## src/rtl/uart_link_pkg.sv

```systemverilog
// Shared encodings and oversampling constants for the UART link core.
package uart_link_pkg;

  typedef enum logic [2:0] {
    RX_IDLE,
    RX_START,
    RX_DATA,
    RX_PARITY,
    RX_STOP
  } rx_state_e;

  typedef enum logic [2:0] {
    TX_IDLE,
    TX_START,
    TX_DATA,
    TX_PARITY,
    TX_STOP
  } tx_state_e;

  localparam int PARITY_NONE = 0;
  localparam int PARITY_ODD  = 1;
  localparam int PARITY_EVEN = 2;

  localparam int OVERSAMPLE = 16;
  localparam int MID_SAMPLE = 7;

endpackage

```

## src/rtl/sync_fifo.sv

```systemverilog
// Single-clock first-word fall-through FIFO; an empty FIFO presents zero on rd_data.
module sync_fifo #(
  parameter int WIDTH = 8,
  parameter int DEPTH = 16
) (
  input  logic             clk,
  input  logic             rst,
  input  logic             push,
  input  logic [WIDTH-1:0] wr_data,
  output logic             full,
  input  logic             pop,
  output logic [WIDTH-1:0] rd_data,
  output logic             empty
);

  localparam int AW = $clog2(DEPTH);
  localparam int PW = AW + 1;

  logic [PW-1:0]    wr_ptr, rd_ptr;
  logic [WIDTH-1:0] mem [DEPTH];
  logic             do_push, do_pop;

  // A push into a full FIFO is accepted only when a pop frees the slot this cycle.
  assign do_push = push && (!full || pop);
  assign do_pop  = pop && !empty;

  assign empty   = (wr_ptr == rd_ptr);
  assign full    = (wr_ptr[AW] != rd_ptr[AW]) && (wr_ptr[AW-1:0] == rd_ptr[AW-1:0]);
  assign rd_data = empty ? '0 : mem[rd_ptr[AW-1:0]];

  always_ff @(posedge clk) begin
    if (do_push) mem[wr_ptr[AW-1:0]] <= wr_data;
  end

  always_ff @(posedge clk or posedge rst) begin
    if (rst) begin
      wr_ptr <= '0;
      rd_ptr <= '0;
    end else begin
      if (do_push) wr_ptr <= wr_ptr + PW'(1);
      if (do_pop)  rd_ptr <= rd_ptr + PW'(1);
    end
  end

endmodule

```

## src/rtl/uart_link_core.sv

```systemverilog
// UART link for the debugger path: shared 16x tick, TX/RX serialisers, RX and TX FIFOs.
module uart_link_core
  import uart_link_pkg::*;
#(
  parameter int CLK_DIV    = 27,
  parameter int DATA_BITS  = 8,
  parameter int PARITY     = 0,
  parameter int STOP_BITS  = 1,
  parameter int FIFO_DEPTH = 16
) (
  input  logic                 clk,
  input  logic                 rst,
  input  logic                 i_rx_bit,
  output logic                 o_tx_bit,
  input  logic [DATA_BITS-1:0] i_tx_data,
  input  logic                 is_tx_push,
  output logic                 o_tx_full,
  output logic                 o_tx_busy,
  output logic [DATA_BITS-1:0] o_rx_data,
  output logic                 o_rx_empty,
  input  logic                 is_rx_pop,
  input  logic                 is_err_clr,
  output logic                 o_parity_err,
  output logic                 o_frame_err,
  output logic                 o_overrun
);

  localparam int       TW        = $clog2(CLK_DIV);
  localparam int       BW        = $clog2(DATA_BITS);
  localparam logic     PAR_ODD   = (PARITY == PARITY_ODD);
  localparam logic     HAS_PAR   = (PARITY != PARITY_NONE);
  localparam logic [4:0] LAST_TICK = 5'(OVERSAMPLE - 1);
  localparam logic [4:0] MID_TICK  = 5'(MID_SAMPLE);
  localparam logic [4:0] STOP_LAST = 5'(OVERSAMPLE * STOP_BITS - 1);

  logic [TW-1:0] tick_cnt;
  logic          tick;

  assign tick = (tick_cnt == TW'(CLK_DIV - 1));

  always_ff @(posedge clk or posedge rst) begin
    if (rst)       tick_cnt <= '0;
    else if (tick) tick_cnt <= '0;
    else           tick_cnt <= tick_cnt + TW'(1);
  end

  // ---------------- receive path ----------------
  logic                 rx_meta, rx_sync;
  rx_state_e            rx_state;
  logic [4:0]           rx_ticks;
  logic [BW-1:0]        rx_idx;
  logic [DATA_BITS-1:0] rx_shift;
  logic                 rx_par_fail;
  logic                 rx_full, rx_push;
  logic                 rx_stop_sample, rx_good;

  always_ff @(posedge clk or posedge rst) begin
    if (rst) begin
      rx_meta <= 1'b1;
      rx_sync <= 1'b1;
    end else begin
      rx_meta <= i_rx_bit;
      rx_sync <= rx_meta;
    end
  end

  assign rx_stop_sample = (rx_state == RX_STOP) && tick && (rx_ticks == LAST_TICK);
  assign rx_good        = rx_stop_sample && rx_sync && !rx_par_fail;
  assign rx_push        = rx_good && !rx_full;

  always_ff @(posedge clk or posedge rst) begin
    if (rst) begin
      rx_state    <= RX_IDLE;
      rx_ticks    <= '0;
      rx_idx      <= '0;
      rx_shift    <= '0;
      rx_par_fail <= 1'b0;
    end else begin
      case (rx_state)
        RX_IDLE: if (!rx_sync) begin
          rx_state    <= RX_START;
          rx_ticks    <= '0;
          rx_par_fail <= 1'b0;
        end
        RX_START: if (tick) begin
          if (rx_ticks == MID_TICK) begin
            // Line back high by mid start bit: treat as a glitch.
            rx_state <= rx_sync ? RX_IDLE : RX_DATA;
            rx_ticks <= '0;
            rx_idx   <= '0;
          end else rx_ticks <= rx_ticks + 5'd1;
        end
        RX_DATA: if (tick) begin
          if (rx_ticks == LAST_TICK) begin
            rx_ticks <= '0;
            rx_shift <= {rx_sync, rx_shift[DATA_BITS-1:1]};
            if (rx_idx == BW'(DATA_BITS - 1)) rx_state <= HAS_PAR ? RX_PARITY : RX_STOP;
            else rx_idx <= rx_idx + BW'(1);
          end else rx_ticks <= rx_ticks + 5'd1;
        end
        RX_PARITY: if (tick) begin
          if (rx_ticks == LAST_TICK) begin
            rx_ticks    <= '0;
            rx_par_fail <= rx_sync != ((^rx_shift) ^ PAR_ODD);
            rx_state    <= RX_STOP;
          end else rx_ticks <= rx_ticks + 5'd1;
        end
        RX_STOP: if (tick) begin
          if (rx_ticks == LAST_TICK) begin
            rx_ticks <= '0;
            rx_state <= RX_IDLE;
          end else rx_ticks <= rx_ticks + 5'd1;
        end
        default: rx_state <= RX_IDLE;
      endcase
    end
  end

  // Sticky flags; a new event in the clearing cycle keeps the flag set.
  always_ff @(posedge clk or posedge rst) begin
    if (rst) begin
      o_parity_err <= 1'b0;
      o_frame_err  <= 1'b0;
      o_overrun    <= 1'b0;
    end else begin
      if (rx_stop_sample && !rx_sync)                o_frame_err  <= 1'b1;
      else if (is_err_clr)                           o_frame_err  <= 1'b0;
      if (rx_stop_sample && rx_sync && rx_par_fail)  o_parity_err <= 1'b1;
      else if (is_err_clr)                           o_parity_err <= 1'b0;
      if (rx_good && rx_full)                        o_overrun    <= 1'b1;
      else if (is_err_clr)                           o_overrun    <= 1'b0;
    end
  end

  sync_fifo #(.WIDTH(DATA_BITS), .DEPTH(FIFO_DEPTH)) u_rx_fifo (
    .clk     (clk),
    .rst     (rst),
    .push    (rx_push),
    .wr_data (rx_shift),
    .full    (rx_full),
    .pop     (is_rx_pop),
    .rd_data (o_rx_data),
    .empty   (o_rx_empty)
  );

  // ---------------- transmit path ----------------
  tx_state_e            tx_state;
  logic [4:0]           tx_ticks;
  logic [BW-1:0]        tx_idx;
  logic [DATA_BITS-1:0] tx_shift;
  logic                 tx_par;
  logic [DATA_BITS-1:0] tx_head;
  logic                 tx_empty, tx_pop;

  // Popping at the end of STOP chains frames with no idle gap.
  assign tx_pop = !tx_empty && tick &&
                  ((tx_state == TX_IDLE) || ((tx_state == TX_STOP) && (tx_ticks == STOP_LAST)));
  assign o_tx_busy = (tx_state != TX_IDLE) || !tx_empty;

  always_ff @(posedge clk or posedge rst) begin
    if (rst) begin
      tx_state <= TX_IDLE;
      tx_ticks <= '0;
      tx_idx   <= '0;
      tx_shift <= '0;
      tx_par   <= 1'b0;
      o_tx_bit <= 1'b1;
    end else if (tx_pop) begin
      tx_state <= TX_START;
      tx_ticks <= '0;
      tx_shift <= tx_head;
      tx_par   <= (^tx_head) ^ PAR_ODD;
      o_tx_bit <= 1'b0;
    end else begin
      case (tx_state)
        TX_IDLE: o_tx_bit <= 1'b1;
        TX_START: if (tick) begin
          if (tx_ticks == LAST_TICK) begin
            tx_ticks <= '0;
            tx_idx   <= '0;
            tx_state <= TX_DATA;
            o_tx_bit <= tx_shift[0];
          end else tx_ticks <= tx_ticks + 5'd1;
        end
        TX_DATA: if (tick) begin
          if (tx_ticks == LAST_TICK) begin
            tx_ticks <= '0;
            if (tx_idx == BW'(DATA_BITS - 1)) begin
              tx_state <= HAS_PAR ? TX_PARITY : TX_STOP;
              o_tx_bit <= HAS_PAR ? tx_par : 1'b1;
            end else begin
              tx_idx   <= tx_idx + BW'(1);
              tx_shift <= tx_shift >> 1;
              o_tx_bit <= tx_shift[1];
            end
          end else tx_ticks <= tx_ticks + 5'd1;
        end
        TX_PARITY: if (tick) begin
          if (tx_ticks == LAST_TICK) begin
            tx_ticks <= '0;
            tx_state <= TX_STOP;
            o_tx_bit <= 1'b1;
          end else tx_ticks <= tx_ticks + 5'd1;
        end
        TX_STOP: if (tick) begin
          if (tx_ticks == STOP_LAST) begin
            tx_ticks <= '0;
            tx_state <= TX_IDLE;
          end else tx_ticks <= tx_ticks + 5'd1;
        end
        default: tx_state <= TX_IDLE;
      endcase
    end
  end

  sync_fifo #(.WIDTH(DATA_BITS), .DEPTH(FIFO_DEPTH)) u_tx_fifo (
    .clk     (clk),
    .rst     (rst),
    .push    (is_tx_push),
    .wr_data (i_tx_data),
    .full    (o_tx_full),
    .pop     (tx_pop),
    .rd_data (tx_head),
    .empty   (tx_empty)
  );

endmodule

```

## config.mk

```make
export PLATFORM = sky130hd
export DESIGN_NAME = uart_link_core
export DESIGN_NICKNAME = d
export VERILOG_FILES = /design/src/rtl/uart_link_pkg.sv /design/src/rtl/sync_fifo.sv /design/src/rtl/uart_link_core.sv
export SDC_FILE = /design/constraint.sdc
export NUM_CORES = 1
export LEC_CHECK = 0
export CORE_ASPECT_RATIO = 1.1
export CORE_UTILIZATION = 30
export CTS_CLUSTER_DIAMETER = 100
export CTS_CLUSTER_SIZE = 16
export DETAILED_ROUTE_END_ITERATION = 8
export SYNTH_ARGS = -nofsm -noshare
export SYNTH_HDL_FRONTEND = slang
export SYNTH_SLANG_ARGS = --single-unit
```

## constraint.sdc

```tcl
create_clock -name clk -period 3.11 [get_ports clk]
set_input_delay 0.622 -clock clk [delete_from_list [all_inputs] [get_ports clk]]
set_output_delay 0.622 -clock clk [all_outputs]
set_load 0.05 [all_outputs]
```

==> run metrics <==
status finished, violations left; failing checks design-rule violations, negative setup slack; H-tree lvl count 1; FF-to-FF End u_rx_fifo.mem[15][5]; Fmax achieved between 300 and 400 MHz; via count 7164; Worst EP required around 2.5 ns; Ant. Diodes 0; Clk pwr share around 29%; number of cells on the critical path 6; number of synthesized flops with an enable pin 256; CTS Root Cell clkbuf_16; pin count of the biggest net entering global routing 39; Post-DRT Antenna Nets 0; post-synthesis mux area share a little over an eighth; fin crit share 102%; worst r2r path cells 8; cell mode on critical path mux4_2; Avg Synthesized Cell Area between 15 and 20 µm²; Core Rows between 80 and 90; CTS Buf Count 24; most frequent cell after synthesis edfxtp_1; NetSw roughly 0.0027 W; Pint around 0.0075 W; element type at the critical path end primary output; Compound-Gate Fraction of Synth Area under 10%; Die W between 200 and 250 µm; cell family with most CP delay multiplexers; Final Skew between 0.01 and 0.015 ns; Hold Path Sink rx_sync; total gr overflow 0; largest family of logic cells by synthesized area multiplexers; flops & latches, synth between 300 and 400; Fin. Hold Viols 0; pwr dens 646 nW/µm²; fin. max-slew vios 0; Seq pwr share between 50% and 60%; MaxCap Viol Count 0; DIE HEIGHT 227 µm; Worst Path Max Fanout 5; TritonCTS clock tree built; unrepaired setup endpoints after global routing yes; hold path cells 0; Hold Worst Slack ~0.36 ns; CP Cell Sequence buf_12 > buf_16 > mux4_2 > mux4_2 > nor2b_4 > buf_6; count of different cell masters after synthesis ~70; # clock sinks about 330; Setup crit start kind register; GR Util All Layers about an eighth; PortBufs 28; warnings from Yosys 0; routability congestion estimate 0.762; Vias/cell 4.88; vias in the first global route 7415; hold buffers post-CTS 0; worst hold path class reg2reg; Peak VDD IR about 0.46 mV; Top-Level Pins 29; DRC 4; die footprint ~47000 µm²; Post-Synth Simple-Gate Area 6.77%; Synth Area in Adders between 1.5 and 2%; LEAKAGE around 5.2 nW; Area contributors post-synth edfxtp_1, dfrtp_1, mux4_2; area leader, netlist edfxtp_1; flop2flop setup slack approximately 0.5 ns; Combinational Power Share between 20 and 25%; top-area cell type share of the netlist area about 56%; Hold Crit Start rx_meta; nets@finish between 800 and 900; share of layout cells above drive strength 1 approximately 20%; antenna violations before repair 0; Max-slew headroom a little over half; Buf+Inv Stages, Crit Path 3; Critical Path Source u_rx_fifo.rd_ptr[0]; worst-skew pair later-pin latency ~0.54 ns; FFs w/ async S/R, synth ~21%; Final setup viols 8; Final HPWL DP ~18000 µm; DRT Wirelength between 20000 and 30000 µm; global-route wire length before repair about 44000 µm; initial core utilization a little under a third; post-synth net total 833; mapped cell area between 10000 and 15000 µm²; Layout Area Growth over Synthesis 14.8%; Synth Area in XOR/XNOR under 10%; post-synthesis sequential area ratio around 70%; CP arrival approximately 2.6 ns; Post-Synthesis Cells between 700 and 800; Critical R2R Launch rx_ticks[0]; switch share a little over a quarter; Worst path max stage delay 0.52 ns; CTS max path bufs 3; min cycle time layout roughly 3.2 ns; WL/cell roughly 19 µm; Final Total Pwr around 0.010 W; setup slack after layout -0.0674 ns; slowest CP cell mux4_2; top post-synthesis cells by count edfxtp_1, dfrtp_1, mux4_2, nand2_1, nor2_1; 1st-pass router iterations 7; clk slew on worst S/H paths ~0.070 ns; Setup Crit Path Kind reg2out; area of the core about 45000 µm²; Worst-Margin Slew roughly 0.7 ns; main flop type after synthesis edfxtp_1; initial DRC count about 560
-- worst reg2reg max path, cell delays in order, from the launching register on --
cell and delay (ns):
dfrtp_1 0.41, ha_1 0.21, nand2_1 0.08, nor2_1 0.14
ha_1 0.29, nand4_1 0.16, a21oi_1 0.15, buf_4 0.22
and3_1 0.58
-- placed cells by master (no fill, tap or decap), types with 18 or more instances in the layout --
| master | instances |
|---|---|
| mux4_2 | 62 |
| dfrtp_1 | 65 |
| nand2_1 | 36 |
| nand3_1 | 24 |
| inv_1 | 24 |
| mux2i_1 | 18 |
| edfxtp_1 | 256 |
| nor2_1 | 31 |
| ha_1 | 20 |
| xnor2_1 | 22 |
| clkbuf_16 | 27 |
| buf_4 | 42 |
-- worst max-delay path by stage --
stage / slack [ns] / end
2_1_floorplan: 0.52 / o_rx_data[0]
3_3_place_gp: 0.41 / o_rx_data[4]
3_5_place_dp: 0.39 / o_rx_data[4]
4_1_cts: -0.10 / o_rx_data[1]
5_1_grt: -0.12 / o_rx_data[5]
6_report: -0.07 / o_rx_data[1]
-- flip-flops by register name (all words and copies together) (netlist names), 8 cells and up --
signal	count
rx_shift	8
tx_shift	8
u_rx_fifo.mem	128
u_tx_fifo.mem	128
-- cells by family (layout without fill, tap and decap cells) --
family / after synthesis / in the layout
buffers and inverters: 67 / 147
AOI/OAI and AO/OA: 86 / 86
adders and majority gates: 20 / 20
DFF: 326 / 326
xor gates and xnor gates: 37 / 37
and+or+nand+nor: 167 / 167
muxes: 96 / 96
-- per-stage QoR --
stage / cells / setup TNS [ns] / instance area (µm²) / setup WS [ns] / util, %
after floorplan: 799 / 0 / 13800 / 0.519 / -
after global placement: 1417 / 0 / 14900 / 0.414 / 32.8
after detailed placement: 1417 / 0 / 14900 / 0.391 / 32.8
after CTS: 1465 / -0.541 / 15800 / -0.100 / 34.7
after global routing: 1467 / -0.943 / 15800 / -0.125 / 34.8
final: 1467 / -0.353 / 15800 / -0.0674 / 34.8
-- per-layer routing --
metal	routed length (µm)	GRT usage [%]	vias up
met3	1140	2.00	35
met5	0	0	-
met1	12300	16.0	3715
met2	14200	21.3	156
li1	-	-	3258
met4	696	3.58	0
-- power groups by stage --
stage,registers [W],logic [W],clock network (W)
finish,0.00517,0.00205,0.00300
CTS,0.00517,0.00201,0.00308
global route,0.00520,0.00220,0.00323
detailed placement,0.00525,0.00182,0
global placement,0.00525,0.00181,0
floorplan,0.00517,0.00139,0
-- layout make-up --
cell class | count | area (µm²)
fill | 4281 | 29600
sequential | 326 | 9450
multi-input combinational | 406 | 4000
timing repair buffer | 78 | 816
tap | 588 | 736
clock buffer | 43 | 714
inverter | 25 | 95.1
clock inverter | 1 | 8.76
-- what timing repair did --
action,in CTS,in global routing
endpoints found under the setup margin,8,8
cloned,2,1
gates resized for setup,18,6
setup buffers,2,1
No activity file was read; power rests on OpenSTA's default activity.
